### src/rtl/time_hms_pkg.sv
// Shared types, mode encoding and BCD limits for the HH:MM:SS wall clock.
// Two-digit BCD fields are packed {tens, ones} so limits read naturally as 8'hNN.
package time_hms_pkg;

   typedef logic [3:0] bcd_t;

   typedef struct packed {
      bcd_t tens;
      bcd_t ones;
   } bcd2_t;

   typedef enum logic [1:0] {
      MODE_RUN     = 2'd0,
      MODE_SET_HR  = 2'd1,
      MODE_SET_MIN = 2'd2
   } mode_e;

   localparam bcd2_t SEC_MAX    = 8'h59;
   localparam bcd2_t MIN_MAX    = 8'h59;
   localparam bcd2_t HR_MAX_24  = 8'h23;
   localparam bcd2_t HR_MAX_12  = 8'h12;
   localparam bcd2_t HR_MIN_12  = 8'h01;
   localparam bcd2_t HR_PM_EDGE = 8'h11;
   localparam bcd2_t BCD2_ZERO  = 8'h00;

   // Digit-wise increment: ones wrap 9->0 and carry to tens, field wraps max->min.
   function automatic bcd2_t bcd2_inc(input bcd2_t v, input bcd2_t max_v, input bcd2_t min_v);
      bcd2_t r;
      if (v == max_v) begin
         r = min_v;
      end else if (v.ones == 4'd9) begin
         r.tens = v.tens + 4'd1;
         r.ones = 4'd0;
      end else begin
         r.tens = v.tens;
         r.ones = v.ones + 4'd1;
      end
      return r;
   endfunction

endpackage

### src/rtl/time_hms_counter_rise_detect.sv
// One-register rising-edge detector: pulse is high for the cycle in which d is
// high but was low at the previous clock edge.
module rise_detect (
   input  logic clk_50MHz,
   input  logic rst,
   input  logic d,
   output logic pulse
);

   logic d_q;

   // NOTE: sequential state uses non-blocking assignments so every register
   // samples pre-edge values regardless of statement order.
   always_ff @(posedge clk_50MHz) begin
      if (rst) begin
         d_q <= 1'b0;
      end else begin
         d_q <= d;
      end
   end

   assign pulse = d & ~d_q;

endmodule

### src/rtl/time_hms_counter.sv
// BCD HH:MM:SS clock advanced by the 1 Hz strobe, with a RUN/SET_HR/SET_MIN mode FSM.
// Define TIME_HMS_HOUR_12_EN for 12-hour format (01..12) with a PM flag.
module time_hms_counter
   import time_hms_pkg::*;
(
   input  logic       clk_50MHz,
   input  logic       rst,
   input  logic       sig_1s,
   input  logic       btn_mode,
   input  logic       btn_inc,
   output logic [3:0] hr_tens,
   output logic [3:0] hr_ones,
   output logic [3:0] min_tens,
   output logic [3:0] min_ones,
   output logic [3:0] sec_tens,
   output logic [3:0] sec_ones,
   output logic [1:0] mode,
   output logic       pm
);

`ifdef TIME_HMS_HOUR_12_EN
   localparam bit    HOUR_12  = 1'b1;
   localparam bcd2_t HR_MAX   = HR_MAX_12;
   localparam bcd2_t HR_MIN   = HR_MIN_12;
   localparam bcd2_t HR_RESET = HR_MAX_12;
`else
   localparam bit    HOUR_12  = 1'b0;
   localparam bcd2_t HR_MAX   = HR_MAX_24;
   localparam bcd2_t HR_MIN   = BCD2_ZERO;
   localparam bcd2_t HR_RESET = BCD2_ZERO;
`endif

   logic  tick;
   logic  mode_ev;
   logic  inc_ev;

   mode_e mode_q;
   bcd2_t sec_q, sec_d;
   bcd2_t min_q, min_d;
   bcd2_t hr_q,  hr_d;
   logic  pm_q,  pm_d;

   rise_detect u_tick_det (
      .clk_50MHz (clk_50MHz),
      .rst       (rst),
      .d         (sig_1s),
      .pulse     (tick)
   );

   rise_detect u_mode_det (
      .clk_50MHz (clk_50MHz),
      .rst       (rst),
      .d         (btn_mode),
      .pulse     (mode_ev)
   );

   rise_detect u_inc_det (
      .clk_50MHz (clk_50MHz),
      .rst       (rst),
      .d         (btn_inc),
      .pulse     (inc_ev)
   );

   always_ff @(posedge clk_50MHz) begin
      if (rst) begin
         mode_q <= MODE_RUN;
      end else begin
         case (mode_q)
            MODE_RUN:     if (mode_ev) mode_q <= MODE_SET_HR;
            MODE_SET_HR:  if (mode_ev) mode_q <= MODE_SET_MIN;
            MODE_SET_MIN: if (mode_ev) mode_q <= MODE_RUN;
            default:      mode_q <= MODE_RUN;
         endcase
      end
   end

   always_comb begin
      // NOTE: every next-state value gets a default first so no path through
      // the case leaves a signal unassigned and infers a latch.
      sec_d = sec_q;
      min_d = min_q;
      hr_d  = hr_q;
      pm_d  = pm_q;

      case (mode_q)
         MODE_RUN: begin
            // Leaving RUN clears seconds, and that clear wins over a same-cycle tick.
            if (mode_ev) begin
               sec_d = BCD2_ZERO;
            end else if (tick) begin
               sec_d = bcd2_inc(sec_q, SEC_MAX, BCD2_ZERO);
               if (sec_q == SEC_MAX) begin
                  min_d = bcd2_inc(min_q, MIN_MAX, BCD2_ZERO);
                  if (min_q == MIN_MAX) begin
                     hr_d = bcd2_inc(hr_q, HR_MAX, HR_MIN);
                     if (HOUR_12 && (hr_q == HR_PM_EDGE)) pm_d = ~pm_q;
                  end
               end
            end
         end
         MODE_SET_HR: begin
            sec_d = BCD2_ZERO;
            if (inc_ev && !mode_ev) begin
               hr_d = bcd2_inc(hr_q, HR_MAX, HR_MIN);
               if (HOUR_12 && (hr_q == HR_PM_EDGE)) pm_d = ~pm_q;
            end
         end
         MODE_SET_MIN: begin
            sec_d = BCD2_ZERO;
            if (inc_ev && !mode_ev) begin
               min_d = bcd2_inc(min_q, MIN_MAX, BCD2_ZERO);
            end
         end
         default: begin
            sec_d = sec_q;
         end
      endcase
   end

   always_ff @(posedge clk_50MHz) begin
      if (rst) begin
         sec_q <= BCD2_ZERO;
         min_q <= BCD2_ZERO;
         hr_q  <= HR_RESET;
         pm_q  <= 1'b0;
      end else begin
         sec_q <= sec_d;
         min_q <= min_d;
         hr_q  <= hr_d;
         pm_q  <= pm_d;
      end
   end

   assign hr_tens  = hr_q.tens;
   assign hr_ones  = hr_q.ones;
   assign min_tens = min_q.tens;
   assign min_ones = min_q.ones;
   assign sec_tens = sec_q.tens;
   assign sec_ones = sec_q.ones;
   assign mode     = mode_q;
   assign pm       = pm_q;

endmodule

### config.mk
export PLATFORM = sky130hd
export DESIGN_NAME = time_hms_counter
export DESIGN_NICKNAME = d
export VERILOG_FILES = /design/src/rtl/time_hms_pkg.sv /design/src/rtl/time_hms_counter_rise_detect.sv /design/src/rtl/time_hms_counter.sv
export SDC_FILE = /design/constraint.sdc
export NUM_CORES = 1
export LEC_CHECK = 0
export BUFFER_PORTS_ARGS = -buffer_cell sky130_fd_sc_hd__clkbuf_2
export CAP_MARGIN = 20
export CORE_ASPECT_RATIO = 1.1
export CORE_MARGIN = 4
export CORE_UTILIZATION = 30
export DETAILED_ROUTE_END_ITERATION = 7
export GPL_ROUTABILITY_DRIVEN = 0
export HOLD_SLACK_MARGIN = 0.15
export PLACE_DENSITY_LB_ADDON = 0.08
export SLEW_MARGIN = 20
export SYNTH_ARGS = -nofsm -noshare
export SYNTH_HDL_FRONTEND = slang
export SYNTH_SLANG_ARGS = --single-unit
export TNS_END_PERCENT = 30
### constraint.sdc
create_clock -name clk_50MHz -period 2.6 [get_ports clk_50MHz]
set_input_delay 0.39 -clock clk_50MHz [delete_from_list [all_inputs] [get_ports clk_50MHz]]
set_output_delay 0.39 -clock clk_50MHz [all_outputs]
set_load 0.03 [all_outputs]
==> metrics.log, run 1 <==
[metrics] cell area after synthesis: 1660 µm²
[metrics] ys flop type: dfxtp_1
[metrics] via count of the routed design: 1433
[metrics] post-synthesis share of cell area spent on full adders, half adders and majority gates: 0.105
[metrics] final-stage net count: 241
[metrics] detailed-placement wirelength estimate: 2710 µm
[metrics] Sum Neg Setup Slack: 0 ns
[metrics] total instance count after detailed placement: 290
[metrics] portion of synthesized cell area occupied by the leading cell type: 0.349
[metrics] commonest cells after routing, fill and taps aside: 30 x clkbuf_2, 29 x dfxtp_1, 17 x a21oi_1, 17 x nor2_1
[metrics] period utilisation layout: 0.845
[metrics] Critical Path Start Type: register
[metrics] class of the worst hold path: input port to register
[metrics] ratio of cells with drive above 1 in the final layout: 0.212
[metrics] ratio of total power to cell area: 516 nW/µm²
[metrics] cells resized by post-CTS repair: 0
[metrics] total routed wire length on the met1 layer: 1770 µm
[metrics] crit path time final: 2.20 ns
[metrics] hold path depth: 2
[metrics] nature of the critical path endpoint: register
[metrics] ANT cells: 0
[metrics] worst r2r dst: hr_ones[3]$_SDFFE_PP0P_
[metrics] CTS H-Tree Depth: 2
[metrics] met3 routed WL: 140 µm
[metrics] number of warnings printed during yosys synthesis: 0
[metrics] Leakage Power: 0.848 nW
[metrics] worst clock skew on the final layout: 0.00544 ns
[metrics] total chip power: 0.00101 W
[metrics] average instance area after synthesis: 8.79 µm²
[metrics] GRT Resource Usage Total: 0.118
[metrics] largest area contributor in the synthesized netlist: dfxtp_1
[metrics] DRC violations left: 0
[metrics] multiplexer share of the synthesized area: 0.0181
[metrics] number of failing hold endpoints at the final stage: 0
[metrics] logic depth of the worst register-to-register path: 6
[metrics] net count after synthesis: 208
[metrics] Core ar.: 5360 µm²
[metrics] Area contributors post-synth: dfxtp_1 35%, ha_1 11%, a21oi_1 5.1%, o21ai_0 4.2%, nor2_1 3.8%
[metrics] wire length of the first global-routing pass: 6440 µm
[metrics] number of buffers added by the clock tree synthesis step: 5
[metrics] overall die area: 6790 µm²
[metrics] Post-Synth XOR/XNOR Area: 0.00527
[metrics] Post-Synthesis Cells: 189
[metrics] # fillers: 548
[metrics] unrepaired setup endpoints after global routing: no
[metrics] die width: 79.0 µm
[metrics] vias in the first global route: 1428
[metrics] fin util: 0.364
[metrics] largest fanout of any net on the critical path: 9
[metrics] crit path from: sec_ones[0]$_SDFFE_PP0P_
[metrics] Clock Pin Slew Worst Setup and Hold Paths: 0.06 ns
[metrics] clock latency of the later-clocked register in the worst-skew pair: 0.27 ns
[metrics] post-layout instance count excluding filler cells: 297
[metrics] Worst R2R Start: sec_ones[0]$_SDFFE_PP0P_
[metrics] Port Buffers: 30
[metrics] number of design-rule violations left by the first detailed-router iteration: 69
[metrics] status: finished, final reports clean
[metrics] most common library cell in the layout ignoring fill and taps: clkbuf_2
[metrics] post-synthesis compound-gate area fraction: 0.157
[metrics] maximum buffer depth of the clock tree: 2
[metrics] top-level I/O count: 32
[metrics] peak ir drop on the vdd network: 0.262 mV
[metrics] Critical Setup Path Class: register to register
[metrics] total wirelength of the detailed-routed design: 3650 µm
[metrics] number of hold buffers added after CTS: 0
[metrics] count of state elements after synthesis: 29
[metrics] Unique masters post-synth: 48
[metrics] number of enable flip-flop cells after synthesis: 0
[metrics] Die Y: 86.1 µm
[metrics] pin count of the biggest net entering global routing: 21
[metrics] grt ovf: 0
[metrics] number of setup violations in the final report: 0
[metrics] drt first pass iters: 4
[metrics] synth-to-layout area growth: 17.5%
[metrics] CTS tree: built
[metrics] maximum achievable frequency: 0.455 GHz
[metrics] largest family of logic cells by synthesized area: simple AND/OR/NAND/NOR gates
[metrics] row count: 28
[metrics] Initial Util: 0.310
[metrics] top routing layer in use: met4
[metrics] met2 routed WL: 1690 µm
[metrics] wire length per cell: 12.3 µm
[metrics] fraction of the mapped netlist area in simple logic gates: 0.303
[metrics] residual antenna-violating net count after detailed routing: 0
[metrics] capturing element of the worst setup path: hr_ones[3]$_SDFFE_PP0P_
[metrics] critical path data required time: 2.81 ns
[metrics] vias per cell: 4.82
[metrics] CTS Sinks: 29
[metrics] initial antenna violation count: 0
[metrics] sequential-to-total area share from yosys stat: 0.349
[metrics] number of max-capacitance violations reported: 0
[metrics] async set-or-reset flop fraction in the synthesized netlist: 0
[metrics] arrival time at the worst endpoint: 2.40 ns
[metrics] Post-Route Hold Slack: 0.351 ns
[metrics] register-to-register setup slack: 0.40 ns
[metrics] final-report max-slew violation count: 0
[metrics] number of buffers added for setup after CTS: 0
[metrics] cell at the root of the clock tree: clkbuf_8
## cell type report
cell class              instances  area [µm²]  share of cell area
multi-input cells             142         982               0.503
flip-flops and latches         29         581               0.297
inverters                      12        45.0              0.0231
repair buffers                 32         165              0.0846
well taps                      75        93.8              0.0480
clock buffers                   7        86.3              0.0442
## where the power goes
| part | switching [W] | internal [W] |
|---|---|---|
| clock network | 0.000159 | 0.000209 |
| registers | 0.0000154 | 0.000458 |
| logic | 0.000108 | 0.0000586 |
| total | 0.000282 | 0.000726 |
## logic make-up after synthesis
logic type | Yosys count
fa+ha+maj | 14
compound gates | 42
other cells | 1
simple gates | 81
flops | 29
xor+xnor | 1
mux | 3
buf+inv | 18
## state kept, by name, summed over array words and instances (netlist names)
signal	count
mode	2
sec_ones	4
hr_ones	4
min_tens	4
hr_tens	4
u_mode_det.d_q	1
sec_tens	4
u_inc_det.d_q	1
min_ones	4
u_tick_det.d_q	1
## Yosys cell counts (all sizes together) (4+ instances only)
cell type	instances
ha	14
nor2	17
nand3b	4
nand2b	5
nor2b	7
or4	4
dfxtp	29
nor3	4
a21oi	17
inv	12
o21ai	14
nand2	6
or3	5
nand3	8
buf	4
## how the worst min path moves through the flow
stage	startpoint	to
CTS	sig_1s	u_tick_det.d_q$_SDFF_PP0_
global route	sig_1s	u_tick_det.d_q$_SDFF_PP0_
global placement	sec_tens[3]$_SDFFE_PP0P_	sec_tens[3]$_SDFFE_PP0P_
detailed placement	sec_tens[3]$_SDFFE_PP0P_	sec_tens[3]$_SDFFE_PP0P_
finish	sig_1s	u_tick_det.d_q$_SDFF_PP0_
floorplan	btn_inc	u_inc_det.d_q$_SDFF_PP0_
## per-stage QoR
stage	area, µm²	setup WS (ns)
2_1_floorplan	1660	0.364
3_3_place_gp	1870	0.432
3_5_place_dp	1870	0.394
4_1_cts	1950	0.372
5_1_grt	1950	0.157
6_report	1950	0.404
## worst max-delay path: stages (launching register included)
cell      delay [ns]
dfxtp_1         0.42
ha_1            0.22
nand3b_4        0.11
o41ai_4         0.46
nand3_2         0.22
or4b_1          0.55
a21oi_1         0.15
## per-layer routing
metal  GRT usage  vias up
met5           0        -
met4      0.0375        0
met3      0.0336        5
met2       0.198       23
met1       0.146      665
li1            -      740
Note: power is estimated with default switching activity, not from simulation.
==> run 2, diff against run 1 <==
--- a/config.mk
+++ b/config.mk
@@ -5,6 +5,7 @@
 export SDC_FILE = /design/constraint.sdc
 export NUM_CORES = 1
 export LEC_CHECK = 0
+export ABC_AREA = 1
 export BUFFER_PORTS_ARGS = -buffer_cell sky130_fd_sc_hd__clkbuf_2
 export CAP_MARGIN = 20
 export CORE_ASPECT_RATIO = 1.1
==> constraint.sdc (replaced) <==
create_clock -name clk_50MHz -period 1.9 [get_ports clk_50MHz]
set_input_delay 0.285 -clock clk_50MHz [delete_from_list [all_inputs] [get_ports clk_50MHz]]
set_output_delay 0.285 -clock clk_50MHz [all_outputs]
set_load 0.03 [all_outputs]
==> metrics.log, run 2 <==
[metrics] ratio of cells with drive above 1 in the final layout: 0.188 (-0.0238)
[metrics] Leakage Power: 0.956 nW (+13%)
[metrics] peak ir drop on the vdd network: 0.301 mV (+15%)
[metrics] top post-synthesis cells by count: 42 x nand2_1, 40 x inv_1, 33 x nor2_1
[metrics] via count of the routed design: 1589 (+11%)
[metrics] fraction of power spent switching nets: 0.298 (+0.0181)
[metrics] count of state elements after synthesis: 29 (unchanged)
[metrics] Critical-path top delay cell: dfxtp_2
[metrics] most repeated library cell on the critical path: nand2_1
[metrics] Critical Path Start Type: register
[metrics] most frequently used cell type in the post-synthesis netlist: nand2_1
[metrics] fin util: 0.375 (+0.0105)
[metrics] Clock Pin Slew Worst Setup and Hold Paths: 0.06 ns (about the same)
[metrics] ys flop type: dfxtp_1
[metrics] CTS H-Tree Depth: 2 (unchanged)
[metrics] unrepaired setup endpoints after global routing: no
[metrics] drt first pass iters: 4 (unchanged)
[metrics] DRC violations left: 0 (unchanged)
[metrics] vias in the first global route: 1600 (+12%)
[metrics] commonest cells after routing, fill and taps aside: 41 x nand2_1, 40 x inv_1, 33 x nor2_1
[metrics] sequential-to-total area share from yosys stat: 0.341 (-0.00797)
[metrics] crit path time final: 1.65 ns (-0.541 ns)
[metrics] number of setup violations in the final report: 0 (unchanged)
[metrics] most common library cell in the layout ignoring fill and taps: nand2_1
[metrics] maximum buffer depth of the clock tree: 2 (unchanged)
[metrics] final-report max-slew violation count: 0 (unchanged)
[metrics] net count after synthesis: 265 (+27%)
[metrics] number of enable flip-flop cells after synthesis: 0 (unchanged)
[metrics] maximum achievable frequency: 0.604 GHz (+33%)
[metrics] synth-to-layout area growth: 19.7%
[metrics] number of max-capacitance violations reported: 0 (unchanged)
[metrics] largest fanout of any net on the critical path: 8 (-1)
[metrics] wire length per cell: 10.8 µm (-12%)
[metrics] residual antenna-violating net count after detailed routing: 0 (unchanged)
[metrics] critical path data required time: 2.07 ns (-0.74 ns)
[metrics] worst clock skew on the final layout: 0.00392 ns (-0.00153 ns)
[metrics] cell at the root of the clock tree: clkbuf_8
[metrics] Critical Setup Path Class: register to register
[metrics] portion of synthesized cell area occupied by the leading cell type: 0.341 (-0.00797)
[metrics] total chip power: 0.00141 W (+40%)
[metrics] clock latency of the later-clocked register in the worst-skew pair: 0.27 ns (about the same)
[metrics] class of the worst hold path: input port to register
[metrics] dominant delay contributor by cell family on the critical path: simple AND/OR/NAND/NOR gates
[metrics] total buffers and inverters traversed by the critical path: 1 (+1)
[metrics] number of hold buffers added after CTS: 0 (unchanged)
[metrics] async set-or-reset flop fraction in the synthesized netlist: 0 (unchanged)
[metrics] Post-Route Hold Slack: 0.210 ns (-0.141 ns)
[metrics] cell area after synthesis: 1700 µm² (+2.3%)
[metrics] wire length of the first global-routing pass: 7000 µm (+8.7%)
[metrics] Die Y: 87.0 µm (+1.1%)
[metrics] number of buffers added by the clock tree synthesis step: 5 (unchanged)
[metrics] pin count of the biggest net entering global routing: 16 (-24%)
[metrics] # fillers: 594 (+8.4%)
[metrics] Post-Synthesis Cells: 246 (+30%)
[metrics] switching pwr: 0.000419 W (+49%)
[metrics] Core ar.: 5430 µm² (+1.3%)
[metrics] die width: 79.8 µm (+1.0%)
[metrics] top-level I/O count: 32 (unchanged)
[metrics] CTS tree: built
[metrics] status: finished, final reports clean
[metrics] Unique masters post-synth: 26 (-46%)
[metrics] average instance area after synthesis: 6.91 µm² (-21%)
[metrics] ANT cells: 0 (unchanged)
[metrics] Initial Util: 0.313 (+0.00314)
[metrics] largest area contributor in the synthesized netlist: dfxtp_1
[metrics] number of failing hold endpoints at the final stage: 0 (unchanged)
[metrics] CTS Sinks: 29 (unchanged)
[metrics] area occupied by multi-input gates: 953 µm² (-2.9%)
[metrics] nature of the critical path endpoint: register
[metrics] Pint: 0.000989 W (+36%)
[metrics] vias per cell: 4.45 (-7.8%)
[metrics] period utilisation layout: 0.871 (+0.0262)
[metrics] overall die area: 6940 µm² (+2.1%)
[metrics] arrival time at the worst endpoint: 1.82 ns (-0.58 ns)
[metrics] detailed-placement wirelength estimate: 2900 µm (+7.3%)
[metrics] portion of total power attributed to combinational logic: 0.168 (+0.003)
[metrics] part of the power in registers: 0.464 (-0.006)
[metrics] clock network fraction of total power: 0.368 (+0.003)
[metrics] number of warnings printed during yosys synthesis: 0 (unchanged)
[metrics] final-stage net count: 301 (+25%)
[metrics] grt ovf: 0 (unchanged)
[metrics] ratio of total power to cell area: 692 nW/µm² (+34%)
[metrics] row count: 28 (unchanged)
[metrics] total wirelength of the detailed-routed design: 3850 µm (+5.4%)
[metrics] slowest cell delay on critical path: 0.34 ns (-0.21 ns)
[metrics] initial antenna violation count: 0 (unchanged)
[metrics] Area contributors post-synth: dfxtp_1 34%, ha_1 10%, nand2_1 9.3%, inv_1 8.8%, nor2_1 7.3%
[metrics] total area of sequential cells: 583 µm² (+0.43%)
[metrics] Port Buffers: 30 (unchanged)
[metrics] GRT Resource Usage Total: 0.127 (+0.00877)
[metrics] number of design-rule violations left by the first detailed-router iteration: 63 (-8.7%)
[metrics] Sum Neg Setup Slack: 0 ns (unchanged)
[metrics] worst path cell trace: inv_1 -> ha_1 -> or2_2 -> nand2_1 -> nor2_4 -> nand2_1 -> o21ai_0 -> nor2_1
## run 2: cell types whose count changed in the layout (fill, tap and decap cells not counted), moves of 4 or more
cell / change
inv_1: +28
nand2_1: +35
nand2b_1: -5
nand3_1: +14
nand4_1: +4
nor2_1: +16
nor2b_1: -7
or3_1: -5
or4_1: -4
## run 2: metrics by stage
stage / std cells / area, µm² / setup slack (ns)
after floorplan: 246 / 1700 / 0.103
after global placement: 350 / 1940 / 0.215
after detailed placement: 350 / 1940 / 0.161
after CTS: 357 / 2030 / 0.149
after global routing: 357 / 2040 / 0.0397
final: 357 / 2040 / 0.245
## run 2: cells by family after synthesis
logic type                 after synthesis  share of synthesized area
DFF                                     29                      0.341
other                                    1                    0.00221
buffers and inverters                   44                     0.0993
adders and majority gates               14                      0.103
AOI/OAI and AO/OA                       34                      0.103
and+or+nand+nor                        121                      0.336
xor gates and xnor gates                 3                     0.0155
## run 2: metal layers
metal  share of wire  track usage  wire length (µm)
met4           0.017       0.0584                66
met2            0.44        0.203              1700
met5               0            0                 0
met1            0.49        0.157              1880
met3           0.052       0.0393               199
## run 2: worst paths after layout
path | from | endpoint | slack, ns | cells past startpoint
setup / recovery | mode[1]$_SDFFE_PP0P_ | hr_ones[1]$_SDFFE_PP0P_ | 0.25 | 8
hold / removal | sig_1s | u_tick_det.d_q$_SDFF_PP0_ | 0.21 | 3
setup reg to reg | mode[1]$_SDFFE_PP0P_ | hr_ones[1]$_SDFFE_PP0P_ | 0.25 | 8
hold reg to reg | mode[1]$_SDFFE_PP0P_ | mode[1]$_SDFFE_PP0P_ | 0.49 | 2
## run 2: timing repair
item	4_1_cts	5_1_grt
setup buffers	0	0
endpoints found under the setup margin	0	2
resized for setup	0	3
## run 2: power groups by stage
stage | Sequential, W | Clock, W | Combinational, W
3_3_place_gp | 0.000666 | 0 | 0.000240
6_report | 0.000654 | 0.000518 | 0.000237
5_1_grt | 0.000658 | 0.000569 | 0.000272
2_1_floorplan | 0.000699 | 0 | 0.000143
4_1_cts | 0.000653 | 0.000549 | 0.000240
3_5_place_dp | 0.000666 | 0 | 0.000238
## run 2: final cells by class
cell class / count / share of cell area
inverter: 41 / 0.0756
sequential: 29 / 0.286
tap: 75 / 0.0461
multi-input combinational: 173 / 0.468
timing repair buffer: 32 / 0.0811
clock buffer: 7 / 0.0424
## run 2: worst min-delay path, stage by stage
cell and delay (ns):
clkbuf_2 0.09, inv_1 0.04, nor2_1 0.03
==> run 3, diff against run 2 <==
==> constraint.sdc (replaced) <==
create_clock -name clk_50MHz -period 1.9 [get_ports clk_50MHz]
set_input_delay 0.38 -clock clk_50MHz [delete_from_list [all_inputs] [get_ports clk_50MHz]]
set_output_delay 0.38 -clock clk_50MHz [all_outputs]
set_load 0.03 [all_outputs]
==> metrics.log, run 3 (synthesis gave the netlist of run 2 again) <==
[metrics] most repeated library cell on the critical path: nor2_1
[metrics] critical path data required time: 2.07 ns (about the same)
[metrics] portion of total power attributed to combinational logic: 0.170 (+0.002)
[metrics] unrepaired setup endpoints after global routing: no
[metrics] met2 routed WL: 1740 µm (+2.4%)
[metrics] pin count of the biggest net entering global routing: 16 (unchanged)
[metrics] cell at the root of the clock tree: clkbuf_8
[metrics] vias in the first global route: 1559 (-2.6%)
[metrics] overall die area: 6940 µm² (unchanged)
[metrics] Initial Util: 0.313 (unchanged)
[metrics] crit path time final: 1.68 ns (+0.0213 ns)
[metrics] GRT Resource Usage Total: 0.129 (+0.00207)
[metrics] ratio of cells with drive above 1 in the final layout: 0.187 (-0.000664)
[metrics] Critical Path Start Type: register
[metrics] slowest cell delay on critical path: 0.44 ns (+0.10 ns)
[metrics] row count: 28 (unchanged)
[metrics] Critical Setup Path Class: register to register
[metrics] synth-to-layout area growth: 20.2%
[metrics] number of buffers added by the clock tree synthesis step: 5 (unchanged)
[metrics] detailed-placement wirelength estimate: 3000 µm (+3.3%)
[metrics] Pint: 0.000990 W (+0.18%)
[metrics] # fillers: 606 (+2.0%)
[metrics] die width: 79.8 µm (unchanged)
[metrics] most common library cell in the layout ignoring fill and taps: nand2_1
[metrics] top-level I/O count: 32 (unchanged)
[metrics] initial antenna violation count: 0 (unchanged)
[metrics] Leakage Power: 0.959 nW (+0.31%)
[metrics] top routing layer in use: met4
[metrics] DRC violations left: 0 (unchanged)
[metrics] commonest cells after routing, fill and taps aside: 41 x nand2_1, 40 x inv_1, 33 x nor2_1
[metrics] largest fanout of any net on the critical path: 8 (unchanged)
[metrics] final-stage net count: 302 (+0.33%)
[metrics] clock network fraction of total power: 0.369 (about the same)
[metrics] total wirelength of the detailed-routed design: 3960 µm (+2.7%)
[metrics] class of the worst hold path: input port to register
[metrics] maximum buffer depth of the clock tree: 2 (unchanged)
[metrics] wire length of the first global-routing pass: 7040 µm (+0.59%)
[metrics] period utilisation layout: 0.882 (+0.0112)
[metrics] number of setup violations in the final report: 0 (unchanged)
[metrics] register-to-register setup slack: 0.22 ns (-0.02 ns)
[metrics] Critical-path top delay cell: dfxtp_1
[metrics] total cell area at the placement stage: 1950 µm² (+0.39%)
[metrics] CTS Sinks: 29 (unchanged)
[metrics] number of failing hold endpoints at the final stage: 0 (unchanged)
[metrics] via count of the routed design: 1605 (+1.0%)
[metrics] least setup slack across all paths after layout: 0.224 ns (-0.0213 ns)
[metrics] status: finished, final reports clean
[metrics] summed area of non-filler cells in the final layout: 2040 µm² (+0.37%)
[metrics] CTS tree: built
[metrics] part of the power in registers: 0.461 (-0.003)
[metrics] number of buffers added for setup after CTS: 0 (unchanged)
[metrics] grt ovf: 0 (unchanged)
[metrics] number of design-rule violations left by the first detailed-router iteration: 42 (-33%)
[metrics] clock latency of the later-clocked register in the worst-skew pair: 0.28 ns (about the same)
[metrics] ANT cells: 0 (unchanged)
[metrics] total buffers and inverters traversed by the critical path: 0 (-1)
[metrics] arrival time at the worst endpoint: 1.85 ns (+0.03 ns)
[metrics] Core ar.: 5430 µm² (unchanged)
[metrics] drt first pass iters: 4 (unchanged)
[metrics] cells resized by post-CTS repair: 0 (unchanged)
[metrics] ratio of total power to cell area: 694 nW/µm² (+0.38%)
[metrics] met3 routed WL: 219 µm (+10%)
[metrics] worst path cell trace: ha_1 -> nand3_1 -> nor2_1 -> nor2_1 -> nor2_4 -> nand2_1 -> o21ai_0 -> nor2_1
[metrics] wire length per cell: 11.1 µm (+2.4%)
[metrics] fraction of power spent switching nets: 0.302 (+0.00394)
[metrics] total routed wire length on the met1 layer: 1910 µm (+1.5%)
[metrics] Sum Neg Setup Slack: 0 ns (unchanged)
[metrics] Die Y: 87.0 µm (unchanged)
[metrics] number of max-capacitance violations reported: 0 (unchanged)
[metrics] switching pwr: 0.000428 W (+2.1%)
[metrics] Clock Pin Slew Worst Setup and Hold Paths: 0.06 ns (about the same)
[metrics] Port Buffers: 30 (unchanged)
[metrics] worst setup timing slack at the placement stage: 0.147 ns (-0.0136 ns)
[metrics] number of hold buffers added after CTS: 0 (unchanged)
[metrics] maximum achievable frequency: 0.597 GHz (-1.3%)
[metrics] worst clock skew on the final layout: 0.00438 ns (+0.000465 ns)
[metrics] final-report max-slew violation count: 0 (unchanged)
[metrics] vias per cell: 4.48 (+0.72%)
[metrics] nature of the critical path endpoint: register
[metrics] peak ir drop on the vdd network: 0.317 mV (+5.4%)
[metrics] dominant delay contributor by cell family on the critical path: simple AND/OR/NAND/NOR gates
[metrics] CTS H-Tree Depth: 2 (unchanged)
[metrics] residual antenna-violating net count after detailed routing: 0 (unchanged)
run 3: area by class of cell:
type                       count  area [µm²]  area share
multi-input combinational    173         956       0.468
sequential                    29         581       0.284
timing repair buffer          33         173      0.0845
inverter                      41         154      0.0753
tap                           75        93.8      0.0459
clock buffer                   7        86.3      0.0423
run 3: metal layers:
metal,global-route usage,up-vias
met5,0,-
met4,0.0522,0
met3,0.0455,8
met2,0.202,32
met1,0.162,708
li1,-,857
run 3: stage by stage:
stage               instances  hold WS [ns]  power (W)  utilization
detailed placement        351         0.496   0.000907        0.359
global placement          351         0.497   0.000908        0.359
floorplan                 246         0.449   0.000842            -
global route              358         0.322    0.00150        0.376
finish                    358         0.304    0.00142        0.376
CTS                       358         0.294    0.00145        0.375
run 3: worst register-to-register path: cells and delay by family (launching register included):
family | cells | cell delay (ns)
DFF | 1 | 0.44
adders and majority gates | 1 | 0.18
and+or+nand+nor | 6 | 0.76
AOI/OAI and AO/OA | 1 | 0.18
run 3: power groups by stage:
stage	logic, W	clock network [W]	registers, W
2_1_floorplan	0.000143	0	0.000699
3_3_place_gp	0.000242	0	0.000666
3_5_place_dp	0.000241	0	0.000666
4_1_cts	0.000243	0.000553	0.000653
5_1_grt	0.000275	0.000567	0.000657
6_report	0.000241	0.000524	0.000653
run 3: worst paths after layout:
kind,start,endpoint,cells past startpoint
max,min_ones[0]$_SDFFE_PP0P_,hr_ones[1]$_SDFFE_PP0P_,8
min,btn_inc,u_inc_det.d_q$_SDFF_PP0_,3
max reg2reg,min_ones[0]$_SDFFE_PP0P_,hr_ones[1]$_SDFFE_PP0P_,8
min reg2reg,sec_ones[1]$_SDFFE_PP0P_,sec_ones[1]$_SDFFE_PP0P_,2
